**src/rtl/idct_pkg.sv**
```systemverilog
// Shared widths and constants for the 4x4 inverse integer transform.
package idct_pkg;

    // I/O sample width (signed two's complement).
    localparam int DW = 25;
    // Row-result and transpose-buffer width (signed).
    localparam int IW = 28;
    // Arithmetic right-shift applied to the odd inputs of the butterfly.
    localparam int BFLY_SHIFT = 1;

endpackage : idct_pkg

```
**src/rtl/idct_whole_idct4_1d.sv**
```systemverilog
// Combinational 4-point H.264-style inverse butterfly, width-parameterised.
module idct4_1d
    import idct_pkg::*;
#(
    parameter int W = IW
) (
    input  logic signed [W-1:0] i_a,
    input  logic signed [W-1:0] i_b,
    input  logic signed [W-1:0] i_c,
    input  logic signed [W-1:0] i_d,
    output logic signed [W-1:0] o_y0,
    output logic signed [W-1:0] o_y1,
    output logic signed [W-1:0] o_y2,
    output logic signed [W-1:0] o_y3
);

    logic signed [W-1:0] w_e;
    logic signed [W-1:0] w_f;
    logic signed [W-1:0] w_g;
    logic signed [W-1:0] w_h;

    // Even/odd split; >>> on signed operands floors toward minus infinity.
    assign w_e = i_a + i_c;
    assign w_f = i_a - i_c;
    assign w_g = (i_b >>> BFLY_SHIFT) - i_d;
    assign w_h = i_b + (i_d >>> BFLY_SHIFT);

    // Recombination stage.
    assign o_y0 = w_e + w_h;
    assign o_y1 = w_f + w_g;
    assign o_y2 = w_f - w_g;
    assign o_y3 = w_e - w_h;

endmodule : idct4_1d

```
**src/rtl/idct_whole.sv**
```systemverilog
// Streaming 2-D 4x4 inverse transform: one coefficient row in per clock,
// one reconstructed column out per clock, ping-pong transpose buffer between
// the row and column passes so consecutive blocks stream without bubbles.
module idct_whole
    import idct_pkg::*;
(
    input  logic                 clk,
    input  logic                 reset,
    input  logic signed [DW-1:0] d_in_1_ori,
    input  logic signed [DW-1:0] d_in_2_ori,
    input  logic signed [DW-1:0] d_in_3_ori,
    input  logic signed [DW-1:0] d_in_4_ori,
    output logic signed [DW-1:0] d_out_5_fin,
    output logic signed [DW-1:0] d_out_6_fin,
    output logic signed [DW-1:0] d_out_7_fin,
    output logic signed [DW-1:0] d_out_8_fin
);

    localparam int CW = IW + 2;

    // Row counter: row being written and, in parallel, column being read.
    logic [1:0]          r_cnt;
    // Bank currently receiving row results; the other bank feeds the column pass.
    logic                r_wbank;
    // Transpose buffer indexed [bank][row][column].
    logic signed [IW-1:0] r_buf [2][4][4];
    logic signed [DW-1:0] r_out5;
    logic signed [DW-1:0] r_out6;
    logic signed [DW-1:0] r_out7;
    logic signed [DW-1:0] r_out8;

    logic                 w_rbank;
    logic signed [IW-1:0] w_ra, w_rb, w_rc, w_rd;
    logic signed [IW-1:0] w_ry0, w_ry1, w_ry2, w_ry3;
    logic signed [CW-1:0] w_ca, w_cb, w_cc, w_cd;
    logic signed [CW-1:0] w_cy0, w_cy1, w_cy2, w_cy3;

    // Row pass operands: sign-extend the DW-bit coefficients to IW bits.
    assign w_ra = {{(IW-DW){d_in_1_ori[DW-1]}}, d_in_1_ori};
    assign w_rb = {{(IW-DW){d_in_2_ori[DW-1]}}, d_in_2_ori};
    assign w_rc = {{(IW-DW){d_in_3_ori[DW-1]}}, d_in_3_ori};
    assign w_rd = {{(IW-DW){d_in_4_ori[DW-1]}}, d_in_4_ori};

    idct4_1d #(.W(IW)) u_row (
        .i_a  (w_ra),
        .i_b  (w_rb),
        .i_c  (w_rc),
        .i_d  (w_rd),
        .o_y0 (w_ry0),
        .o_y1 (w_ry1),
        .o_y2 (w_ry2),
        .o_y3 (w_ry3)
    );

    // Column pass operands: column r_cnt of the read bank, rows 0..3 as a..d.
    assign w_rbank = ~r_wbank;
    assign w_ca = {{2{r_buf[w_rbank][0][r_cnt][IW-1]}}, r_buf[w_rbank][0][r_cnt]};
    assign w_cb = {{2{r_buf[w_rbank][1][r_cnt][IW-1]}}, r_buf[w_rbank][1][r_cnt]};
    assign w_cc = {{2{r_buf[w_rbank][2][r_cnt][IW-1]}}, r_buf[w_rbank][2][r_cnt]};
    assign w_cd = {{2{r_buf[w_rbank][3][r_cnt][IW-1]}}, r_buf[w_rbank][3][r_cnt]};

    idct4_1d #(.W(CW)) u_col (
        .i_a  (w_ca),
        .i_b  (w_cb),
        .i_c  (w_cc),
        .i_d  (w_cd),
        .o_y0 (w_cy0),
        .o_y1 (w_cy1),
        .o_y2 (w_cy2),
        .o_y3 (w_cy3)
    );

    // Counter, bank swap, row write-back and registered column outputs.
    always_ff @(posedge clk) begin
        if (reset) begin
            r_cnt   <= 2'd0;
            r_wbank <= 1'b0;
            // NOTE: the buffer is reset on purpose: the column pass reads the
            // idle bank before the first block lands and must present zeros,
            // and a reset mid-block must not leak the partial block.
            for (int b = 0; b < 2; b++) begin
                for (int r = 0; r < 4; r++) begin
                    for (int c = 0; c < 4; c++) begin
                        r_buf[b][r][c] <= '0;
                    end
                end
            end
            r_out5 <= '0;
            r_out6 <= '0;
            r_out7 <= '0;
            r_out8 <= '0;
        end else begin
            // NOTE: non-blocking assignments make the column read below see the
            // pre-edge buffer and counter, so write and read never race.
            r_buf[r_wbank][r_cnt][0] <= w_ry0;
            r_buf[r_wbank][r_cnt][1] <= w_ry1;
            r_buf[r_wbank][r_cnt][2] <= w_ry2;
            r_buf[r_wbank][r_cnt][3] <= w_ry3;
            r_cnt <= r_cnt + 2'd1;
            if (r_cnt == 2'd3) begin
                r_wbank <= ~r_wbank;
            end
            // Outputs keep the low DW bits: wrap, no saturation or rounding.
            r_out5 <= w_cy0[DW-1:0];
            r_out6 <= w_cy1[DW-1:0];
            r_out7 <= w_cy2[DW-1:0];
            r_out8 <= w_cy3[DW-1:0];
        end
    end

    assign d_out_5_fin = r_out5;
    assign d_out_6_fin = r_out6;
    assign d_out_7_fin = r_out7;
    assign d_out_8_fin = r_out8;

endmodule : idct_whole

```
**config.mk**
```make
export PLATFORM = sky130hd
export DESIGN_NAME = idct_whole
export DESIGN_NICKNAME = d
export VERILOG_FILES = /design/src/rtl/idct_pkg.sv /design/src/rtl/idct_whole_idct4_1d.sv /design/src/rtl/idct_whole.sv
export SDC_FILE = /design/constraint.sdc
export NUM_CORES = 2
export LEC_CHECK = 0
export CORE_MARGIN = 2
export CORE_UTILIZATION = 55
export DETAILED_ROUTE_END_ITERATION = 8
export PLACE_DENSITY = 0.76
export SYNTH_ARGS = -nofsm -noshare
export SYNTH_HDL_FRONTEND = slang
export SYNTH_SLANG_ARGS = --single-unit
```
**constraint.sdc**
```tcl
create_clock -name clk -period 10.3 [get_ports clk]
set_input_delay 2.06 -clock clk [delete_from_list [all_inputs] [get_ports clk]]
set_output_delay 2.06 -clock clk [all_outputs]
set_load 0.01 [all_outputs]
```
**Yosys cells after proc, flatten, opt, wreduce, memory -nomap -nowiden**

Memories as Yosys holds them, arrays and structs flattened.
Index checks and enable logic that the tools add are counted.

- Register bits after elaboration: 103
- Bits in writable memories: 896
- Bits of input ports: 102
- Output and inout bits: 100
- Logic and storage cells: 2748
- Memories: 1

- Add/sub/neg operators: 17
- Magnitude comparators: 2
- Equality and inequality tests: 1
- Multiplexer cells: 1373
- Bitwise logic cells: 1346
- Reduce and logical (&&, ||, !) cells: 2

Memories:

| memory | depth | bits a word | rd ports | clocked after memory_dff | wr ports | line | text |
|---|---|---|---|---|---|---|---|
| r_buf | 2 | 448 | 1 | 0 | 2 | idct_whole.sv:26 | `logic signed [IW-1:0] r_buf [2][4][4];` |

Operators by type and width:

| kind | count |
|---|---|
| $mux W448 | 6 |
| $mux W1 | 1347 |
| $or A1 B1 Y1 | 1344 |
| $demux W112 S2 | 4 |
| $reduce_or A448 Y1 | 1 |
| $bmux W28 S2 | 4 |
| $mux W112 | 1 |
| $mux W26 | 4 |
| $add A25 B25 Y25 | 4 |
| $mux W25 | 4 |
| $sub A25 B25 Y25 | 4 |
| $mux W84 | 1 |
| $mux W56 | 1 |
| $add A28 B28 Y28 | 1 |
| $mux W28 | 1 |
| $sub A28 B28 Y28 | 1 |
| $add A26 B26 Y27 | 1 |
| $sub A26 B26 Y27 | 1 |
| $add A25 B24 Y26 | 1 |
| $add A25 B25 Y26 | 1 |
| $sub A24 B25 Y26 | 1 |
| $sub A25 B25 Y26 | 1 |
| $ge A3 B3 Y1 const B | 1 |
| $lt A3 B1 Y1 const B | 1 |
| other kinds (5) | 5 |

**Longest topological paths before layout**

- Depth in word-level cells: 11
- Gate-level depth with buffers: 30
- Mapped depth without buffers: 26

**Hierarchy**

From an unflattened synthesis, not the netlist that was laid out.

- Cell total of the unflattened synthesis: 6571
- Area, all modules: 66241.0 um^2

Modules (own cells, without submodules):

| module | instances | cells each | area an instance (um^2) | seq. area each (um^2) |
|---|---|---|---|---|
| idct_whole | 1 | 3349 | 44178.6 | 28967.8 |
| idct4_1d at u_col | 1 | 1649 | 11224.5 | 0.0 |
| idct4_1d at u_row | 1 | 1573 | 10837.9 | 0.0 |

**Least setup slack after synthesis**

OpenSTA, ideal clock, no wires.

- Kind: input port to flip-flop
- Start: input port d_in_2_ori[0]
- End: memory r_buf[1][25] (netlist bit) (data pin)
- Setup time: 273 ps
- Arrival: 6327 ps
- Data required time: 10027 ps
- Path slack: 3700 ps
- Stages on the path: 24
- Buffers on the path: 1
- Cells stage by stage: ha_1 fa_1 a21o_1 a21oi_1 o21a_1 o21ai_0 a21oi_1 o211ai_1 a31oi_1 o21bai_1 a21o_1 a21o_1 xor2_1 ha_1 clkbuf_1 nor2_1 nor2_1 nor2_1 nor2_1 nor2_1 a2111oi_1 xor3_1 nand2_1 o31ai_1

RTL lines:

| what | line | text |
|---|---|---|
| start, declared | idct_whole.sv:10 | `input logic signed [DW-1:0] d_in_2_ori,` |
| end, declared | idct_whole.sv:26 |  |

==> metrics.md <==
| Metric | Value |
|---|---|
| Post-route worst setup slack | `2.48 ns` |
| Sequential element share of the synthesized area | `46.3%` |
| Fraction of met2 tracks used by global routing | `49.3%` |
| Worst EP arrival | `8.18 ns` |
| Critical Path Most Common Cell | `a21oi_1` |
| # nets final | `5914` |
| Global-route wire length before repair | `233000 µm` |
| Detailed Place HPWL | `107000 µm` |
| Max Clock Skew | `0.0459 ns` |
| CP startpoint kind | `input pin` |
| Count of cells resized by post-cts repair | `0` |
| Cell variety after synth | `90` |
| Slowest Stage Delay on Critical Path | `0.75 ns` |
| Number of stages on the worst hold path | `1` |
| Clock slew seen by the registers of the worst setup and hold paths | `0.07 ns` |
| Drt drc | `0` |
| Total placed instance area | `0.0595 mm²` |
| I/O pins | `202` |
| CTS root buffer | `clkbuf_16` |
| Class of the tightest hold or removal check | `register to register` |
| Number of optimization iterations in the first detailed-route pass | `6` |
| Post-Syn Nets | `5863` |
| Average cell area after synthesis | `10.5 µm²` |
| RSZ-0062 raised after global routing | `false` |
| Aggregate global routing overflow | `0` |
| GR met1 Demand/Resource | `37.6%` |
| Most Used Layer, Global Route | `met2` |
| Final standard cell area without fillers | `0.0622 mm²` |
| Number of buffers inserted to repair setup after CTS | `0` |
| Die footprint | `0.105 mm²` |
| Count of antenna-violating nets left after detailed routing | `0` |
| Capture endpoint of the worst hold path | `r_buf[0][366]` |
| Final-report hold violation count | `0` |
| Beginning of the worst hold path | `r_wbank` |
| Leakage power of the design | `24.9 nW` |
| Proportion of synthesized flip-flops having asynchronous set or reset | `0%` |
| Wirelength, routed | `155000 µm` |
| Hold WS | `1.03 ns` |
| Worst endpoint required time | `10.66 ns` |
| Fill cells | `8194` |
| Fraction of layout cells with a size suffix above 1 | `8.34%` |
| Starting Density | `55.4%` |
| Die Ht | `324 µm` |
| Drt via density | `6.16` |
| Worst flop-to-flop path startpoint | `r_cnt[1]` |
| Number of levels in the clock H-tree | `3` |
| Routability congestion estimate | `0.908` |
| Cell row count | `117` |
| Number of buffers between clock root and the deepest sink | `3` |
| Max Slew Vio Count | `0` |
| Number of flops mapped to enable cells by yosys | `802` |
| Achievable Freq | `128 MHz` |
| Largest driver fanout on the critical path | `13` |
| Synthesized instance count | `5349` |
| Largest net degree at the start of global routing | `99` |
| Register-to-register path setup slack | `2.78 ns` |
| Outcome | `completed` |
| Cell depth of the worst flop-to-flop path | `23` |
| Worst slack after detailed placement | `1.91 ns` |
| Area inside the core boundary | `0.102 mm²` |
| Area delta synth->final | `10.5%` |
| Clock net sink count | `903` |
| Netlist Area Pre-Place | `0.0564 mm²` |
| Worst setup EP type | `register` |
| Antenna violations before repair | `0` |
| MaxCap Viol Count | `0` |
| Chain of cells forming the critical path | `clkdlybuf4s50_1 -> inv_1 -> ha_1 -> o21ba_2 -> o21bai_1 -> a21oi_1 -> o21bai_1 -> a221oi_2 -> o211ai_1 -> a311oi_1 -> o21bai_1 -> a21oi_1 -> xnor2_1 -> ha_1 -> nand4_1 -> nor2_1 -> a221oi_1 -> o21ai_0 -> a21oi_1 -> o21ai_0 -> xnor2_1 -> nor2_2 -> nor2_1 -> a21oi_1` |
| TritonCTS buffer count | `85` |
| Synthesis warning total | `0` |
| Worst R2R End | `d_out_7_fin[24]` |
| Total global routing track utilization | `29.2%` |
| First DRT Iteration DRCs | `4293` |
| Power per unit of standard cell area | `366 mW/mm²` |
| Hold-fix buffers at CTS | `0` |
| Wire length per cell | `22.7 µm` |
| Count of vias placed by the detailed router | `42100` |
| Number of failing setup endpoints in the final timing report | `0` |
| Slew margin rel. | `4.56%` |
| Dominant register cell in the synthesized netlist | `edfxtp_1` |
| Measured slew at the worst slew-check pin | `1.42 ns` |
| Width of the die | `324 µm` |
| Maximum vdd ir drop | `0.265 mV` |
| Skew-Pair Late Insertion Delay | `0.69 ns` |
| Critical path class | `input pin to register` |
| ANT cells | `0` |
| Number of buffer cells added on primary ports | `201` |
| Critical Path Slowest Stage Cell | `xnor2_1` |
| Final period utilization | `75.9%` |
| Final critical-path required period | `7.82 ns` |
| CTS tree | `built` |
| Met3 demand-to-capacity share in global routing | `5.82%` |
| Vias in the first global route | `41300` |
| Sum of negative setup slack | `0 ns` |
| Synthesis-stage register bit count | `903` |
==> how the worst max path moves through the flow <==
stage	startpoint	endpoint	slack, ns
floorplan	d_in_2_ori[0]	r_buf[1][25]	3.70
global placement	d_in_3_ori[2]	r_buf[1][22]	2.04
detailed placement	d_in_3_ori[2]	r_buf[1][358]	1.91
CTS	d_in_3_ori[2]	r_buf[1][358]	2.58
global route	d_in_3_ori[2]	r_buf[1][246]	2.01
finish	d_in_3_ori[2]	r_buf[1][358]	2.48
==> state kept, by name, indices dropped and copies added, names as in the netlist <==
signal       count
r_buf          802
d_out_6_fin     25
d_out_8_fin     25
d_out_5_fin     24
d_out_7_fin     24
r_cnt            2
r_wbank          1
==> critical path, delay by kind of cell <==
family          cells  cell delay, ns
fa+ha+maj           2            0.85
simple gates        4            0.78
xor+xnor            2            0.93
compound gates     14            2.99
buf+inv             2            0.55
==> through the flow <==
stage / util [%] / instances / power, mW
floorplan: - / 5349 / 15.7
global placement: 58.5 / 6681 / 19.1
detailed placement: 58.5 / 6681 / 19.5
CTS: 61.2 / 6838 / 22.6
global route: 61.2 / 6838 / 24.3
finish: 61.2 / 6838 / 22.8
==> Yosys cell counts (8+ instances only) <==
| master | instances | area [µm²] |
|---|---|---|
| inv_1 | 344 | 1290 |
| nor2b_1 | 89 | 557 |
| ha_1 | 396 | 4950 |
| o21bai_1 | 99 | 743 |
| dfxtp_1 | 101 | 2020 |
| or3_1 | 22 | 138 |
| mux4_2 | 198 | 4460 |
| and3_1 | 61 | 382 |
| nand2_1 | 446 | 1670 |
| mux2i_1 | 33 | 330 |
| clkbuf_1 | 227 | 852 |
| a211oi_1 | 30 | 225 |
| o31a_1 | 12 | 105 |
| o21ai_0 | 229 | 1150 |
| or2_2 | 17 | 106 |
| a21boi_0 | 19 | 143 |
| o21ai_1 | 12 | 60.1 |
| and2_1 | 68 | 425 |
| nand2b_1 | 40 | 250 |
| nand3_1 | 40 | 200 |
| nand4_1 | 11 | 68.8 |
| xnor2_1 | 269 | 2360 |
| a311oi_1 | 11 | 96.3 |
| nor4_1 | 16 | 100 |
| buf_2 | 24 | 120 |
| o41ai_1 | 8 | 70.1 |
| xor2_1 | 88 | 771 |
| buf_1 | 29 | 109 |
| o31ai_1 | 23 | 173 |
| o21a_1 | 26 | 195 |
| a21oi_1 | 431 | 2160 |
| nor3b_1 | 8 | 60.1 |
| nor3_1 | 157 | 786 |
| o211ai_1 | 20 | 150 |
| a21o_1 | 86 | 646 |
| fa_1 | 16 | 320 |
| a31oi_1 | 22 | 138 |
| edfxtp_1 | 802 | 24100 |
| nor2_1 | 681 | 2560 |
==> cell usage in the layout, fill, tap and decap left out, types with 61 or more instances in the layout <==
cell type        count
a21o_1              86
a21oi_1            431
and2_1              68
and3_1              61
clkbuf_16           87
clkdlybuf4s50_1    200
dfxtp_1             98
edfxtp_1           802
ha_1               396
inv_1              346
mux4_2             198
nand2_1            431
nor2_1             680
nor2b_1             85
nor3_1             157
o21ai_0            229
o21bai_1            99
xnor2_1            269
xor2_1              88
==> where the power goes <==
group | switching (mW) | internal [mW] | total [mW]
registers | 0.236 | 5.14 | 5.37
logic | 8.75 | 5.50 | 14.3
clock network | 1.41 | 1.72 | 3.14
==> logic make-up after synthesis <==
group	synth area share [%]
and+or+nand+nor	13.3
buffers and inverters	4.30
DFF	46.3
muxes	8.50
xor gates and xnor gates	5.69
AOI/OAI and AO/OA	12.6
adders and majority gates	9.36
==> cell type report <==
| cell class | count | area, µm² | area share [%] |
|---|---|---|---|
| Clock buffer | 105 | 2290 | 3.67 |
| Clock inverter | 52 | 485 | 0.780 |
| Inverter | 348 | 1310 | 2.10 |
| Multi-Input combinational cell | 3813 | 28000 | 44.9 |
| Sequential cell | 903 | 26100 | 42.0 |
| Tap cell | 1368 | 1710 | 2.75 |
| Timing Repair Buffer | 249 | 2380 | 3.83 |
==> layer usage <==
metal	part of all wire, %	vias to the layer above
li1	-	19200
met1	38	20200
met2	47	2312
met3	11	350
met4	3.2	0
met5	0	-
Note: power is estimated with default switching activity, not from simulation.
